**config.mk**
```make
export PLATFORM = sky130hd
export DESIGN_NAME = mem_ctrl
export DESIGN_NICKNAME = d
export VERILOG_FILES = /design/src/rtl/mem_ctrl_pkg.sv /design/src/rtl/mem_ctrl.sv
export SDC_FILE = /design/constraint.sdc
export NUM_CORES = 1
export LEC_CHECK = 0
export BUFFER_PORTS_ARGS = -buffer_cell sky130_fd_sc_hd__buf_2
export CORE_AREA = 2 2 144 146
export CTS_CLUSTER_DIAMETER = 80
export DETAILED_ROUTE_END_ITERATION = 10
export DIE_AREA = 0 0 146 148
export GPL_TIMING_DRIVEN = 1
export HOLD_SLACK_MARGIN = 0.1
export PLACE_DENSITY = 0.75
export SYNTH_ARGS = -nofsm -noshare
export SYNTH_HDL_FRONTEND = slang
export SYNTH_SLANG_ARGS = --single-unit
```
**constraint.sdc**
```tcl
create_clock -name clk -period 6.7 [get_ports clk]
set_clock_uncertainty 0.15 [all_clocks]
set_input_delay 1.005 -clock clk [delete_from_list [all_inputs] [get_ports clk]]
set_output_delay 1.005 -clock clk [all_outputs]
set_load 0.005 [all_outputs]
```
**src/rtl/mem_ctrl_pkg.sv**
```systemverilog
`default_nettype none
// ============================================================================
//  Module      : mem_ctrl_pkg
//  Description : Shared types, constants and helpers for the byte-serial
//                memory controller (FSM states, request owner, lane search).
//  Revision    : 1.0  initial release
// ============================================================================
package mem_ctrl_pkg;

    // Cycles from ram_addr_o presented to ram_din_i valid (fixed in this revision)
    localparam int          RAM_LAT   = 1;
    localparam logic [31:0] ZERO_WORD = 32'h0000_0000;

    typedef enum logic [2:0] {
        MC_IDLE   = 3'd0,
        MC_MREAD  = 3'd1,
        MC_MWRITE = 3'd2,
        MC_IREAD  = 3'd3,
        MC_DONE   = 3'd4
    } mc_state_e;

    typedef enum logic {
        OWN_MEM = 1'b0,
        OWN_IF  = 1'b1
    } owner_e;

    // Index of the lowest set bit of a 4-bit lane mask (0 when mask is empty)
    function automatic logic [1:0] lowest_lane(input logic [3:0] mask);
        logic [1:0] lane;
        lane = 2'd0;
        for (int k = 3; k >= 0; k--) begin
            if (mask[k]) begin
                lane = 2'(k);
            end
        end
        return lane;
    endfunction

endpackage
`default_nettype wire

```
**src/rtl/mem_ctrl.sv**
```systemverilog
`default_nettype none
// ============================================================================
//  Module      : mem_ctrl
//  Description : Serialises MEM loads/stores and instruction fetches onto a
//                byte-wide external RAM. Reads assemble four bytes into a
//                little-endian word; stores write only the enabled lanes.
//  Revision    : 1.0  initial release
// ============================================================================
module mem_ctrl
    import mem_ctrl_pkg::*;
(
    input  logic        clk,
    input  logic        rst,

    input  logic        mem_ce_i,
    input  logic        mem_we_i,
    input  logic [31:0] mem_addr_i,
    input  logic [3:0]  mem_sel_i,
    input  logic [31:0] mem_data_i,
    output logic [31:0] mem_data_o,
    output logic        mem_done_o,

    input  logic        if_ce_i,
    input  logic [31:0] if_addr_i,
    output logic [31:0] if_data_o,
    output logic        if_done_o,

    output logic        stallreq_o,

    output logic [31:0] ram_addr_o,
    output logic        ram_wr_o,
    output logic [7:0]  ram_dout_o,
    input  logic [7:0]  ram_din_i
);

    // ------------------------------------------------------------------
    // State and datapath registers
    // ------------------------------------------------------------------
    mc_state_e   state_q;
    owner_e      owner_q;
    logic [2:0]  cnt_q;      // read sequencing: address-issue edges seen so far
    logic [31:0] base_q;     // word-aligned base address of the request
    logic [31:0] wdata_q;    // latched store data
    logic [3:0]  pend_q;     // store lanes still to be written
    logic [23:0] rdata_q;    // bytes 0..2 of the word being read

    logic [31:0] mem_data_q;
    logic        mem_done_q;
    logic [31:0] if_data_q;
    logic        if_done_q;
    logic [31:0] ram_addr_q;
    logic        ram_wr_q;
    logic [7:0]  ram_dout_q;

    // ------------------------------------------------------------------
    // Next-value helpers
    // ------------------------------------------------------------------
    logic [31:0] base_d;
    logic [3:0]  wmask_d;
    logic [31:0] wdata_d;
    logic [31:0] wbase_d;
    logic [1:0]  wlane_d;
    logic [7:0]  wbyte_d;
    logic [3:0]  wrest_d;
    logic [1:0]  rlane_d;
    logic [1:0]  roff_d;
    logic [31:0] rword_d;

    // Address bits [1:0] are dropped: the controller always moves whole words
    logic        unused_addr_lsbs;
    assign unused_addr_lsbs = ^{mem_addr_i[1:0], if_addr_i[1:0]};

    // Store lane selection: in IDLE look at the live request, afterwards at the latched copy
    always_comb begin
        base_d  = {(mem_ce_i ? mem_addr_i[31:2] : if_addr_i[31:2]), 2'b00};
        wmask_d = (state_q == MC_IDLE) ? mem_sel_i  : pend_q;
        wdata_d = (state_q == MC_IDLE) ? mem_data_i : wdata_q;
        wbase_d = (state_q == MC_IDLE) ? base_d     : base_q;
        wlane_d = lowest_lane(wmask_d);
        wbyte_d = wdata_d[{wlane_d, 3'b000} +: 8];
        wrest_d = wmask_d & ~(4'b0001 << wlane_d);
        // Byte arriving now was addressed RAM_LAT edges ago
        rlane_d = 2'(cnt_q - 3'(RAM_LAT));
        roff_d  = cnt_q[1:0] + 2'd1;
        rword_d = {ram_din_i, rdata_q};
    end

    // Main FSM with registered RAM-side and completion outputs
    always_ff @(posedge clk or posedge rst) begin
        if (rst) begin
            state_q    <= MC_IDLE;
            owner_q    <= OWN_MEM;
            cnt_q      <= 3'd0;
            base_q     <= ZERO_WORD;
            wdata_q    <= ZERO_WORD;
            pend_q     <= 4'd0;
            rdata_q    <= 24'd0;
            mem_data_q <= ZERO_WORD;
            mem_done_q <= 1'b0;
            if_data_q  <= ZERO_WORD;
            if_done_q  <= 1'b0;
            ram_addr_q <= ZERO_WORD;
            ram_wr_q   <= 1'b0;
            ram_dout_q <= 8'd0;
        end else begin
            // RAM bus is quiet and done pulses drop unless a branch below drives them
            mem_done_q <= 1'b0;
            if_done_q  <= 1'b0;
            ram_addr_q <= ZERO_WORD;
            ram_wr_q   <= 1'b0;
            ram_dout_q <= 8'd0;

            case (state_q)
                MC_IDLE: begin
                    if (mem_ce_i || if_ce_i) begin
                        base_q <= base_d;
                        cnt_q  <= 3'd0;
                    end
                    if (mem_ce_i) begin
                        owner_q <= OWN_MEM;
                        wdata_q <= mem_data_i;
                        if (mem_we_i) begin
                            if (mem_sel_i != 4'd0) begin
                                // First enabled lane goes out on the very next cycle
                                ram_addr_q <= {wbase_d[31:2], wlane_d};
                                ram_dout_q <= wbyte_d;
                                ram_wr_q   <= 1'b1;
                                pend_q     <= wrest_d;
                                state_q    <= MC_MWRITE;
                            end else begin
                                // Empty byte-enable store completes without touching RAM
                                mem_done_q <= 1'b1;
                                state_q    <= MC_DONE;
                            end
                        end else begin
                            ram_addr_q <= base_d;
                            state_q    <= MC_MREAD;
                        end
                    end else if (if_ce_i) begin
                        owner_q    <= OWN_IF;
                        ram_addr_q <= base_d;
                        state_q    <= MC_IREAD;
                    end
                end

                MC_MREAD, MC_IREAD: begin
                    // Bytes 0..2 are buffered; byte 3 goes straight into the result
                    if (cnt_q >= 3'(RAM_LAT)) begin
                        case (rlane_d)
                            2'd0:    rdata_q[7:0]   <= ram_din_i;
                            2'd1:    rdata_q[15:8]  <= ram_din_i;
                            2'd2:    rdata_q[23:16] <= ram_din_i;
                            default: ;
                        endcase
                    end
                    if (cnt_q == 3'(3 + RAM_LAT)) begin
                        state_q <= MC_DONE;
                        if (owner_q == OWN_MEM) begin
                            mem_done_q <= 1'b1;
                            mem_data_q <= rword_d;
                        end else begin
                            if_done_q <= 1'b1;
                            if_data_q <= rword_d;
                        end
                    end else begin
                        cnt_q <= cnt_q + 3'd1;
                        if (cnt_q < 3'd3) begin
                            ram_addr_q <= {base_q[31:2], roff_d};
                        end
                    end
                end

                MC_MWRITE: begin
                    if (pend_q != 4'd0) begin
                        ram_addr_q <= {wbase_d[31:2], wlane_d};
                        ram_dout_q <= wbyte_d;
                        ram_wr_q   <= 1'b1;
                        pend_q     <= wrest_d;
                    end else begin
                        // Stores leave mem_data_o untouched; only loads produce a word
                        mem_done_q <= 1'b1;
                        state_q    <= MC_DONE;
                    end
                end

                MC_DONE: begin
                    state_q <= MC_IDLE;
                end

                default: begin
                    state_q <= MC_IDLE;
                end
            endcase
        end
    end

    assign mem_data_o = mem_data_q;
    assign mem_done_o = mem_done_q;
    assign if_data_o  = if_data_q;
    assign if_done_o  = if_done_q;
    assign ram_addr_o = ram_addr_q;
    assign ram_wr_o   = ram_wr_q;
    assign ram_dout_o = ram_dout_q;

    // MEM must stall until its own transaction reports completion
    assign stallreq_o = mem_ce_i & ~mem_done_q;

endmodule
`default_nettype wire

```
==> reports/results.tsv <==
stage	metric	value	unit
final_layout	finish.instance_area	10900	sq um
drt	routed_wl	22.2	mm
clock_network	h-tree-depth	1	
worst_setup_path	worst-path-max-fanout	64	
pwr	cellLeakagePower	5.29	nW
drt	remaining_drc_errors	0	
final_layout	register_area	5100	sq um
pwr	pwr-share-comb	0.331	
worst_setup_path	worstPathRequired	5.54	ns
timing	final_critical_path_setup_slack	3.03	ns
pwr	total_power	5.02	mW
timing	post_layout_minimum_cycle_time	3.67	ns
final_layout	multi_input_comb_area	3550	sq um
final_layout	mostFrequentLayoutCells	sky130_fd_sc_hd__buf_2, sky130_fd_sc_hd__dfrtp_1, sky130_fd_sc_hd__mux2_2, sky130_fd_sc_hd__nand2_1, sky130_fd_sc_hd__a21oi_1	
final_layout	postLayoutCoreUtil	0.546	
synthesis	synth-seq-area-share	0.572	
worst_setup_path	crit_path_start_kind	input port	
final_layout	fraction_of_layout_cells_with_a_size_suffix_above_1	0.393	
final_layout	area_growth_syn_to_layout	22.7	%
pwr	power.share.clock	0.245	
die	core	20000	sq um
global_routing	wire_length_of_the_first_global_routing_pass	35.7	mm
placed_design	routability_driven_placement_congestion_ratio	0.863	
placed_design	numPortBuffers	216	
global_routing	antenna_violations_before_repair	0	
global_routing	grt_usage	0.204	
job	maxCapViolations	0	
synthesis	post-synth-top-area-fraction	0.572	
clock_network	postCtsHoldBufs	0	
clock_network	cts_num_sinks	204	
drt	final_antenna_net_count	0	
final_layout	diodes	0	
worst_setup_path	criticalPathCategory	in2out	
worst_hold_path	min-delay-path-class	reg2reg	
timing	maxClockFrequency	272	MHz
clock_network	cts.root.buffer_cell	sky130_fd_sc_hd__clkbuf_16	
global_routing	globalRoute.totalOverflow	0	
timing	final-setup-viol-count	0	
global_routing	grt_start_max_net_pins	143	
clock_network	ctsResizeCount	0	
clock_network	tritoncts	done	
pwr	power_switching	1.65	mW
clock_network	buffers_inserted_during_post_cts_setup_optimization	0	
final_layout	layout.filler_cells	1789	
drt	vias	6767	
placed_design	post-dp-hpwl	14.2	mm
pwr	internal_power	3.37	mW
clock_network	clock_insertion_delay_worst_skew	0.50	ns
drt	wire_per_inst	18.0	microns
die	floorplan.die.height	148	microns
drt	routed_via_density	5.49	
timing	final_max_slew_viol_count	0	
synthesis	synth.cell_area	8920	sq um
placed_design	place_area	10200	sq um
global_routing	vias_in_the_first_global_route	6651	
timing	layout_worst_path_cycle_share	0.548	
synthesis	post_synth_top_area_cell	sky130_fd_sc_hd__dfrtp_1	
timing	timing_hold_violations_final	0	
synthesis	ys_seq_elements	204	
worst_setup_path	cp_data_arrival_time	2.52	ns
synthesis	synthesis.instances	751	
worst_setup_path	endpoint_kind	output pin	
synthesis	ys_async_rst_share	1.00	
pwr	netSwitchingFraction	0.329	
die	placement_rows	52	
final_layout	num-nets-final	1067	
final_layout	final_common_cell	sky130_fd_sc_hd__buf_2	
clock_network	cts-buffers-inserted	22	
timing	transition_time_at_the_pin_with_the_least_slew_margin	1.12	ns
timing	grt_setup_unrepaired	no	
synthesis	synthDistinctLibCells	54	
clock_network	register_clock_pin_slew_on_the_reported_worst_setup_and_hold_paths	0.06	ns
timing	tns	0	ns
synthesis	syn_area_per_cell	11.9	sq um
synthesis	ys_top_cells_by_area	sky130_fd_sc_hd__dfrtp_1, sky130_fd_sc_hd__mux2_2, sky130_fd_sc_hd__nand2_1	
pwr	p_seq_frac	0.424	
drt	dr_pass1_iterations	5	
status	result_of_the_run	finished clean	
timing	slew_headroom	0.249	
synthesis	synth_edf_count	0	
die	fp.dieW	146	microns
drt	drtIter0Drc	510	
clock_network	number_of_buffers_on_the_longest_clock_path	3	
placed_design	dp_worst_setup_slack	3.05	ns
pwr	pwr_density_cell	459	nW/um^2
die	pin_count	221	
synthesis	yosys_warnings	0	
die	floorplan.initialDensity	0.445	
synthesis	synth-main-ff-cell	sky130_fd_sc_hd__dfrtp_1	
synthesis	mappedNetlistNets	869	
pwr	vdd_ir_max	0.000241	V
die	design.die.area	21600	sq um
-- layout make-up --
| cell class | instances | area share |
|---|---|---|
| sequential | 204 | 0.467 |
| inverter | 12 | 0.00446 |
| timing repair buffer | 225 | 0.106 |
| multi-input combinational | 484 | 0.325 |
| tap | 270 | 0.0309 |
| clock inverter | 6 | 0.00732 |
| clock buffer | 31 | 0.0599 |
-- final timing paths --
| kind | slack [ns] | cells past startpoint | from | to |
|---|---|---|---|---|
| max | 3.03 | 5 | mem_ce_i | stallreq_o |
| min | 0.32 | 2 | wdata_q[27] | wdata_q[27] |
| max reg2reg | 3.58 | 4 | state_q[0] | base_q[7] |
| min reg2reg | 0.32 | 2 | wdata_q[27] | wdata_q[27] |
| max in group asynchronous | 4.46 | 4 | rst | base_q[18] |
| min in group asynchronous | 0.59 | 3 | rst | ram_wr_o |
-- kinds of logic after synthesis --
logic type / after synthesis / share of synthesized area
xor gates and xnor gates: 1 / 0.000982
AOI/OAI and AO/OA: 133 / 0.109
muxes: 126 / 0.155
buffers and inverters: 63 / 0.0307
DFF: 204 / 0.572
and+or+nand+nor: 219 / 0.125
adders and majority gates: 5 / 0.00701
-- per-stage QoR --
stage | instances | hold slack, ns
2_1_floorplan | 751 | 0.287
3_3_place_gp | 1195 | 0.298
3_5_place_dp | 1195 | 0.304
4_1_cts | 1232 | 0.319
5_1_grt | 1232 | 0.352
6_report | 1232 | 0.317
-- sequential cells by signal, indices dropped and copies added (netlist names) --
register and count:
ram_wr_o 1, rdata_q 24, mem_data_o 32, ram_dout_o 8
state_q 3, pend_q 4, base_q 30, owner_q 1
mem_done_o 1, if_done_o 1, cnt_q 3, ram_addr_o 32
if_data_o 32, wdata_q 32
-- synthesized netlist by cell type, types with 3 or more instances --
cell,number
sky130_fd_sc_hd__a21oi_1,48
sky130_fd_sc_hd__a221o_1,28
sky130_fd_sc_hd__a22o_1,4
sky130_fd_sc_hd__a31oi_1,3
sky130_fd_sc_hd__buf_2,12
sky130_fd_sc_hd__buf_6,3
sky130_fd_sc_hd__clkbuf_1,34
sky130_fd_sc_hd__dfrtp_1,204
sky130_fd_sc_hd__ha_1,5
sky130_fd_sc_hd__inv_1,10
sky130_fd_sc_hd__mux2_2,99
sky130_fd_sc_hd__mux2i_1,27
sky130_fd_sc_hd__nand2_1,86
sky130_fd_sc_hd__nand2b_1,9
sky130_fd_sc_hd__nand3_1,3
sky130_fd_sc_hd__nor2_1,47
sky130_fd_sc_hd__nor3_1,17
sky130_fd_sc_hd__nor3b_1,28
sky130_fd_sc_hd__o2111a_1,7
sky130_fd_sc_hd__o21ai_0,10
sky130_fd_sc_hd__o221ai_1,7
sky130_fd_sc_hd__o22ai_1,10
sky130_fd_sc_hd__or3_1,3
sky130_fd_sc_hd__or4b_2,9
-- power by group through the flow --
stage                     clock network (mW)  logic [mW]  registers, mW
final                                   1.23        1.67           2.13
after global routing                    1.31        1.85           2.20
after CTS                               1.26        1.69           2.13
after detailed placement                   0        1.67           2.14
after global placement                     0        1.63           2.12
after floorplan                            0        1.09           2.08
-- critical path: stages --
cell and delay (ns):
sky130_fd_sc_hd__buf_2 0.09, sky130_fd_sc_hd__buf_4 0.61, sky130_fd_sc_hd__inv_1 0.35, sky130_fd_sc_hd__nor2_1 0.23, sky130_fd_sc_hd__buf_2 0.14
-- per-layer routing --
layer,up-vias,part of all wire,GRT usage
met5,-,0,0
met4,0,0.028,0.0665
met3,42,0.066,0.0383
met2,260,0.47,0.331
met1,3365,0.43,0.278
li1,3100,-,-
No activity file was read; power rests on OpenSTA's default activity.
